$ cat config.mk
export PLATFORM = sky130hd
export DESIGN_NAME = pong_match_ctrl
export DESIGN_NICKNAME = d
export VERILOG_FILES = /design/src/rtl/pong_pkg.sv /design/src/rtl/serve_timer.sv /design/src/rtl/pong_match_ctrl.sv
export SDC_FILE = /design/constraint.sdc
export NUM_CORES = 1
export LEC_CHECK = 0
export ABC_AREA = 0
export BUFFER_PORTS_ARGS = -buffer_cell sky130_fd_sc_hd__buf_2
export CAP_MARGIN = 20
export CORE_UTILIZATION = 48
export DETAILED_ROUTE_END_ITERATION = 12
export PLACE_DENSITY = 0.73
export SLEW_MARGIN = 20
export SYNTH_ARGS = -nofsm -noshare
export SYNTH_HDL_FRONTEND = slang
export SYNTH_SLANG_ARGS = --single-unit
$ cat constraint.sdc
create_clock -name s_axi_aclk -period 2.25 [get_ports s_axi_aclk]
set_input_delay 0.45 -clock s_axi_aclk [delete_from_list [all_inputs] [get_ports s_axi_aclk]]
set_output_delay 0.45 -clock s_axi_aclk [all_outputs]
set_load 0.01 [all_outputs]
$ cat src/rtl/pong_pkg.sv
// Shared definitions for the ping-pong match sequencer.
// Contents:
//   DEF_SCORE_W   - default score counter width
//   SERVE_RIGHT   - serve_dir value for a launch toward the right player
//   SERVE_LEFT    - serve_dir value for a launch toward the left player
//   match_state_t - match FSM state encoding (also exported on state_o)
//   point_t       - outcome of the last rally, held across the POINT cycle
package pong_pkg;

   localparam int unsigned DEF_SCORE_W = 3;

   localparam logic SERVE_RIGHT = 1'b1;
   localparam logic SERVE_LEFT  = 1'b0;

   typedef enum logic [2:0] {
      StIdle  = 3'd0,
      StServe = 3'd1,
      StPlay  = 3'd2,
      StPoint = 3'd3,
      StOver  = 3'd4
   } match_state_t;

   typedef enum logic [1:0] {
      PtReplay = 2'd0,
      PtLeft   = 2'd1,
      PtRight  = 2'd2
   } point_t;

endpackage

$ cat src/rtl/serve_timer.sv
// Serve-delay down-counter, counted in frames.
// Ports:
//   clk, rst  - clock and synchronous active-high reset
//   load      - load count from load_val (has priority over tick)
//   load_val  - serve delay in frames
//   tick      - frame tick, already qualified to the SERVE state by the caller
//   expire    - tick arriving while the count is already zero
module serve_timer #(
   parameter int unsigned SERVE_W = 8
) (
   input  logic               clk,
   input  logic               rst,
   input  logic               load,
   input  logic [SERVE_W-1:0] load_val,
   input  logic               tick,
   output logic               expire
);

   logic [SERVE_W-1:0] count;

   always_ff @(posedge clk) begin
      if (rst) begin
         count <= '0;
      end else if (load) begin
         count <= load_val;
      end else if (tick && (count != '0)) begin
         count <= count - SERVE_W'(1);
      end
   end

   assign expire = tick && (count == '0) && !load;

endmodule

$ cat src/rtl/pong_match_ctrl.sv
// Match sequencer for the ping-pong game: serve delay, scoring, win detection.
// Ports:
//   s_axi_aclk, s_axi_areset - clock, synchronous active-high reset
//   start            - pulse; starts or restarts a match from any state
//   pause            - level; holds engine_run low during PLAY
//   frame_tick       - pulse per frame; paces the serve delay
//   miss_l, miss_r   - pulses; ball passed the left / right paddle
//   cfg_win_score    - points to win (0 means the saturated maximum)
//   cfg_serve_frames - serve delay; a serve lasts cfg_serve_frames+1 ticks
//   engine_run       - engine may advance (PLAY and not paused)
//   ball_reset       - pulse on the first cycle of every SERVE entry
//   serve_dir        - launch direction, 1 = toward right
//   L_side_s, R_side_s - scores
//   game_over, winner  - match finished; winner 1 = right
//   state_o          - FSM state for status readback
module pong_match_ctrl
   import pong_pkg::*;
#(
   parameter int unsigned SCORE_W = DEF_SCORE_W,
   parameter int unsigned SERVE_W = 8
) (
   input  logic               s_axi_aclk,
   input  logic               s_axi_areset,
   input  logic               start,
   input  logic               pause,
   input  logic               frame_tick,
   input  logic               miss_l,
   input  logic               miss_r,
   input  logic [SCORE_W-1:0] cfg_win_score,
   input  logic [SERVE_W-1:0] cfg_serve_frames,
   output logic               engine_run,
   output logic               ball_reset,
   output logic               serve_dir,
   output logic [SCORE_W-1:0] L_side_s,
   output logic [SCORE_W-1:0] R_side_s,
   output logic               game_over,
   output logic               winner,
   output logic [2:0]         state_o
);

   localparam logic [SCORE_W-1:0] SCORE_MAX = '1;

   match_state_t       state;
   point_t             point;
   logic [SCORE_W-1:0] win_eff;
   logic               point_over;
   logic               timer_load;
   logic               timer_tick;
   logic               serve_expire;

   assign win_eff = (cfg_win_score == '0) ? SCORE_MAX : cfg_win_score;

   // Only the player who just scored can have reached the win threshold.
   assign point_over = (state == StPoint) &&
                       (((point == PtRight) && (R_side_s >= win_eff)) ||
                        ((point == PtLeft)  && (L_side_s >= win_eff)));

   assign timer_load = start || ((state == StPoint) && !point_over);
   assign timer_tick = frame_tick && (state == StServe);

   serve_timer #(
      .SERVE_W (SERVE_W)
   ) u_serve_timer (
      .clk      (s_axi_aclk),
      .rst      (s_axi_areset),
      .load     (timer_load),
      .load_val (cfg_serve_frames),
      .tick     (timer_tick),
      .expire   (serve_expire)
   );

   always_ff @(posedge s_axi_aclk) begin
      if (s_axi_areset) begin
         state      <= StIdle;
         point      <= PtReplay;
         L_side_s   <= '0;
         R_side_s   <= '0;
         serve_dir  <= SERVE_LEFT;
         ball_reset <= 1'b0;
         game_over  <= 1'b0;
         winner     <= 1'b0;
      end else begin
         ball_reset <= 1'b0;
         // start overrides whatever the current state would do, misses included
         if (start) begin
            state      <= StServe;
            L_side_s   <= '0;
            R_side_s   <= '0;
            serve_dir  <= SERVE_LEFT;
            game_over  <= 1'b0;
            winner     <= 1'b0;
            ball_reset <= 1'b1;
         end else begin
            case (state)
               StServe: begin
                  if (serve_expire) state <= StPlay;
               end
               StPlay: begin
                  if (miss_l || miss_r) begin
                     state <= StPoint;
                     if (miss_l && miss_r) begin
                        point <= PtReplay;
                     end else if (miss_l) begin
                        point     <= PtRight;
                        serve_dir <= SERVE_RIGHT;
                        if (R_side_s != SCORE_MAX) R_side_s <= R_side_s + SCORE_W'(1);
                     end else begin
                        point     <= PtLeft;
                        serve_dir <= SERVE_LEFT;
                        if (L_side_s != SCORE_MAX) L_side_s <= L_side_s + SCORE_W'(1);
                     end
                  end
               end
               StPoint: begin
                  if (point_over) begin
                     state     <= StOver;
                     game_over <= 1'b1;
                     winner    <= (point == PtRight);
                  end else begin
                     state      <= StServe;
                     ball_reset <= 1'b1;
                  end
               end
               default: ;
            endcase
         end
      end
   end

   assign engine_run = (state == StPlay) && !pause;
   assign state_o    = state;

endmodule

# Word level (Yosys, flattened, before mapping)
# Cells that the tools add are included.
[word_totals]
wordCells = 73
input_bits = 18
register_bits = 23
[op_classes]
reduce_logical = 30
n_mux = 14
add_sub_neg = 3
bitwise_logic = 3
n_eq_ne = 11
order_cmp = 2
[op_table]
columns = ["op", "n"]
rows = [
  ["8-bit two-way mux", 2],
  ["3-bit two-way mux", 4],
  ["3-bit inequality test, second input constant", 4],
  ["3-bit AND reduction", 4],
  ["1-bit logical AND", 10],
  ["5-bit AND reduction", 2],
  ["3-bit one-hot mux with 3 select lines", 1],
  ["8-bit logical NOT", 1],
  ["8-bit nonzero test", 1],
  ["8-bit by 1-bit subtractor with 8-bit output, second input constant", 1],
  ["3-bit by 1-bit adder with 3-bit output, second input constant", 2],
  ["3-bit by 2-bit == test with 1-bit output, second input constant", 2],
  ["3-bit >= comparator", 2],
  ["1-bit two-way mux", 5],
  ["2-bit two-way mux", 2],
  ["2-bit inequality test, second input constant", 2],
  ["4-bit nonzero test", 1],
  ["3-bit by 1-bit == test with 1-bit output, second input constant", 1],
  ["1-bit logical NOT", 3],
  ["3-bit logical NOT", 1],
  ["1-bit logical OR", 3],
  ["1-bit NOT", 3],
  ["3-bit nonzero test", 1],
  ["2-bit by 1-bit == test with 1-bit output, second input constant", 1],
  ["4 further kinds", 4],
]

# Depth between registers and ports, before layout
[logic_depth]
depth_word = 14
ltp_mapped = 8
mapped_depth_nobuf = 7

# Modules after synthesis
# A second synthesis with hierarchy kept.
[unflattened]
hier_cells = 161
area_unflattened_um2 = 1382.6
[by_module_without_submodules]
columns = ["module", "n_inst", "area_each_um2", "seq_area_each_um2", "cells_each"]
rows = [
  ["pong_match_ctrl", 1, 900.9, 300.3, 101],
  ["serve_timer", 1, 481.7, 160.2, 60],
]

# Least setup slack after synthesis
# OpenSTA, ideal clock, no wires.
[synth_path]
path_kind = "input port to flip-flop"
from = "input port cfg_win_score[0]"
to = "register u_serve_timer.count[1]"
path_slack_ns = 0.076
required_ns = 2.127
cell_stages = 8
arrival_ns = 2.051
path_cell_list = "o21bai_1 -> ha_1 -> nand2b_1 -> a31oi_1 -> a211o_1 -> and3_4 -> buf_6 -> mux2_1"
[synth_via]
elab_chain_cells = 10
word_cells_on_any_way = 13
[synth_lines]
columns = ["element", "line", "source"]
rows = [
  ["start, declared", "pong_match_ctrl.sv:29", "input logic [SCORE_W-1:0] cfg_win_score,"],
  ["3-bit logical NOT", "pong_match_ctrl.sv:51", "assign win_eff = (cfg_win_score == '0) ? SCORE_MAX : cfg_win_score;"],
  ["3-bit two-way mux (*)", "pong_match_ctrl.sv:51", ""],
  ["3-bit >= comparator, on equally long branches", "pong_match_ctrl.sv:55, pong_match_ctrl.sv:56", ""],
  ["1-bit logical AND, on equally long branches", "pong_match_ctrl.sv:55, pong_match_ctrl.sv:56", ""],
  ["1-bit logical OR (*)", "pong_match_ctrl.sv:55", "(((point == PtRight) && (R_side_s >= win_eff)) ||"],
  ["1-bit logical AND (*)", "pong_match_ctrl.sv:54", "assign point_over = (state == StPoint) &&"],
  ["1-bit logical NOT (*)", "pong_match_ctrl.sv:58", "assign timer_load = start || ((state == StPoint) && !point_over);"],
  ["1-bit logical AND (*)", "pong_match_ctrl.sv:58", ""],
  ["1-bit logical OR (*)", "pong_match_ctrl.sv:58", ""],
  ["8-bit two-way mux or 2-bit nonzero test (tied branches)", "n/a", ""],
  ["end signal, assigned", "serve_timer.sv:25", "count <= load_val;"],
  ["end signal, assigned", "serve_timer.sv:27", "count <= count - SERVE_W'(1);"],
  ["end, declared", "serve_timer.sv:19", "logic [SERVE_W-1:0] count;"],
]
# Every way passes the cells marked *; elsewhere a longest branch is shown, timed or not.
# A chain may end at the register's enable or synchronous reset.

# Final worst setup path
[layout_path]
from = "register R_side_s[0]"
to = "register u_serve_timer.count[1]"
[layout_via]
elab_chain_cells = 8
word_cells_on_any_way = 9
[layout_lines]
columns = ["element", "line", "source"]
rows = [
  ["start, declared", "pong_match_ctrl.sv:35", "output logic [SCORE_W-1:0] R_side_s,"],
  ["start signal, assigned", "pong_match_ctrl.sv:106", "if (R_side_s != SCORE_MAX) R_side_s <= R_side_s + SCORE_W'(1);"],
  ["3-bit >= comparator (*)", "pong_match_ctrl.sv:55", ""],
  ["1-bit logical AND (*)", "pong_match_ctrl.sv:55", ""],
  ["1-bit logical OR (*)", "pong_match_ctrl.sv:55", ""],
  ["1-bit logical AND (*)", "pong_match_ctrl.sv:54", ""],
  ["1-bit logical NOT (*)", "pong_match_ctrl.sv:58", ""],
  ["1-bit logical AND (*)", "pong_match_ctrl.sv:58", ""],
  ["1-bit logical OR (*)", "pong_match_ctrl.sv:58", ""],
  ["8-bit two-way mux or 2-bit nonzero test (tied branches)", "n/a", ""],
]
# Marks and branches as above.

==> results.rst <==
.. list-table::
   :header-rows: 1

   * - Metric
     - Value
   * - Outcome
     - finished with violations
   * - Violations in the final reports
     - DRC
   * - Transition time at the pin with the least slew margin
     - 0.363 ns
   * - Number of cells after detailed placement
     - 226
   * - Proportion of synthesized chip area in sequential cells
     - 0.312
   * - CP Max Fanout
     - 7
   * - Cells after Synth
     - about 170
   * - Setup crit end kind
     - flip-flop
   * - Type of origin of the critical path
     - flip-flop
   * - Remaining routing DRC violations
     - 2
   * - Width of the die
     - 57.4 um
   * - Path type of the worst setup path
     - reg -> reg
   * - TritonCTS clock tree
     - done
   * - Router iterations before antenna repair
     - 8
   * - Post-Synthesis Net Count
     - 200
   * - RSZ-0062 raised after global routing
     - false
   * - Commonest non-fill, non-tap cells in the layout
     - 31 x buf_2, 23 x dfxtp_1, 21 x nor2_1
   * - Number of top-level pins
     - 32
   * - Detail-routed net length per standard cell
     - 13.9 um
   * - # port buffers
     - 31
   * - Half-perimeter wire length after placement
     - 2.44 mm
   * - Worst slew slack as a fraction of its limit
     - 0.758
   * - Post-CTS sizing
     - 0
   * - Data required time of the worst path
     - 2.47 ns
   * - Initial cell density of the core
     - 0.521
   * - Total overflow reported by the global router
     - 0
   * - Most common cell after layout, fill and taps aside
     - buf_2
   * - Synthesized area per cell
     - between 8 and 9 um2
   * - Placement Rows
     - 19
   * - CP top delay family
     - compound AO/OA/AOI/OAI gates
   * - Crit path max-delay cell type
     - dfxtp_1
   * - Vias after detailed routing
     - 1324
   * - Last weighted congestion value of the routability-driven placer
     - 0.839
   * - Number of global-route vias before repair
     - 1252
   * - CTS Sinks
     - 23
   * - Hold slack
     - 0.377 ns
   * - Final Cell Area
     - 1670 um2
   * - Area of the core
     - 2830 um2
   * - Global-route wire length before repair
     - 5.44 mm
   * - CP max stage delay
     - ~0.38 ns
   * - First-iteration detailed-routing DRC count
     - 27
   * - Count of non-filler cells in the finished layout
     - 230
   * - Fraction of layout cells with a size suffix above 1
     - 0.251
   * - Total power divided by cell area
     - about 470 nW/um2
   * - Filler cells
     - 264
   * - Combined area of all synthesized cells
     - 1480 um2
   * - Max Fclk
     - about 500 MHz
   * - Buffers and inverters on the worst path
     - 1
   * - Total length of routed wires
     - 3.20 mm
   * - Final Max Slew Viols
     - 0
   * - Die area
     - 3300 um2
   * - Instance area at placement
     - 1640 um2
   * - Final net count
     - ~230
   * - Post-layout minimum cycle time
     - approximately 2.0 ns
   * - Layout overhead on the synthesized area
     - 13.2%
   * - Setup slack at placement
     - -0.0332 ns
   * - Average via count per standard cell
     - 5.76
   * - Final core occ
     - 0.590
   * - Clock transition at the registers of the reported paths
     - 0.13 ns
   * - Synthesis-stage register bit count
     - 23
   * - Total CTS buffers
     - 3
   * - LEAKAGE
     - 0.752 nW
   * - Number of antenna diodes
     - 0
   * - Power Total
     - 0.778 mW
   * - DIE HEIGHT
     - 57.4 um
   * - Worst reg-to-reg setup slack
     - 0.27 ns
   * - Data arrival at the endpoint of the critical path
     - roughly 2.2 ns
   * - Ys Warns
     - 0
   * - Setup fix buffers added after clock tree synthesis
     - 0
   * - Latest clock arrival within the worst-skew pair
     - 0.31 ns
   * - Worst vdd ir
     - between 0.2 and 0.25 mV
   * - Hold violation total from the final report
     - 0
   * - Setup_tns
     - 0 ns
   * - Reported max-cap violation count
     - 0
   * - Yosys cell types
     - 46
   * - Path class of the lowest-slack min-delay path
     - in -> reg
   * - Setup WS post-layout
     - 0.269 ns
   * - Gr usage total
     - 0.210
   * - Initial antenna violation count
     - 0
   * - Pin count of the biggest net entering global routing
     - 21
   * - Clock H-tree levels
     - 1
   * - DRT antenna net count
     - 0
   * - Post-CTS Hold Fix Bufs
     - 0
   * - Setup Skew
     - 0.00143 ns
   * - Final worst-path cycle share
     - 0.880
   * - Deepest clock path buffer count
     - 2
   * - Cell breakdown of the critical path
     - inv_1, ha_1, nand2b_1, a31oi_1, a211o_1, and3_4, mux2_1
   * - Clk Tree Root Cell
     - clkbuf_4
   * - Final setup vio count
     - 0
[flip-flops by register name (all words and copies together) (netlist names)]
register,count
L_side_s,3
state_o,3
game_over,1
ball_reset,1
winner,1
serve_dir,1
u_serve_timer.count,8
R_side_s,3
point,2
[worst register-to-register path, cell delays in order, from the launching register on]
cell	delay (ns)
dfxtp_1	0.38
inv_1	0.08
ha_1	0.28
nand2b_1	0.15
a31oi_1	0.22
a211o_1	0.20
and3_4	0.25
mux2_1	0.32
[power by group]
part | switching (mW) | total (mW) | internal (mW)
sequential | 0.0138 | 0.435 | 0.421
combinational | 0.0765 | 0.143 | 0.0667
clock | 0.130 | 0.200 | 0.0693
[cell usage after synthesis, drive strengths merged]
master	instances	area share
and4b	1	0.0068
nand4	6	0.025
nor2b	5	0.021
and2b	1	0.0059
o21a	2	0.010
and4bb	1	0.0085
a211oi	3	0.019
inv	9	0.023
a31oi	2	0.0085
o31ai	5	0.025
and3	1	0.0076
or4	2	0.013
mux2i	7	0.047
buf	1	0.0076
mux2	1	0.0076
nor3	2	0.0068
nand2	6	0.015
o21bai	1	0.0051
o21ai	5	0.017
a21o	2	0.010
a311oi	1	0.0059
xnor2	4	0.024
nor2	21	0.053
a221oi	1	0.0059
nand3	3	0.010
a21oi	7	0.024
clkbuf	7	0.025
nor3b	1	0.0051
ha	13	0.11
nand4b	1	0.0059
or2	3	0.013
a211o	2	0.012
xor2	2	0.012
o21ba	1	0.0068
o211ai	3	0.015
or3	3	0.017
dfxtp	23	0.31
or3b	3	0.018
nand2b	7	0.035
[worst paths after layout]
| kind | startpoint | endpoint | cells after the start |
|---|---|---|---|
| worst min-delay path | cfg_serve_frames[2] | u_serve_timer.count[2] | 3 |
| worst max-delay path | R_side_s[0] | u_serve_timer.count[1] | 7 |
| worst max register to register | R_side_s[0] | u_serve_timer.count[1] | 7 |
| worst min register to register | game_over | game_over | 1 |
[final cells by class]
type                            count  area [um2]  share of cell area
Multi-Input combinational cell    129         933               0.559
Sequential cell                    23         460               0.276
Timing Repair Buffer               34         178               0.106
Tap cell                           31        38.8              0.0232
Inverter                            9        33.8              0.0202
Clock buffer                        4        26.3              0.0157
[layer usage]
metal,track usage,vias up,part of all wire
met5,0,-,0
met4,0.0697,0,0.0053
met3,0.0249,2,0.047
met2,0.374,37,0.48
met1,0.263,621,0.47
li1,-,664,-
[logic make-up after synthesis]
logic type      after synthesis  share of synthesized area
compound gates               35                      0.165
xor+xnor                      6                     0.0356
fa+ha+maj                    13                      0.110
buf+inv                      17                     0.0551
flops                        23                      0.312
mux                           8                     0.0551
simple gates                 67                      0.267
Power figures use the tool's default switching activity.
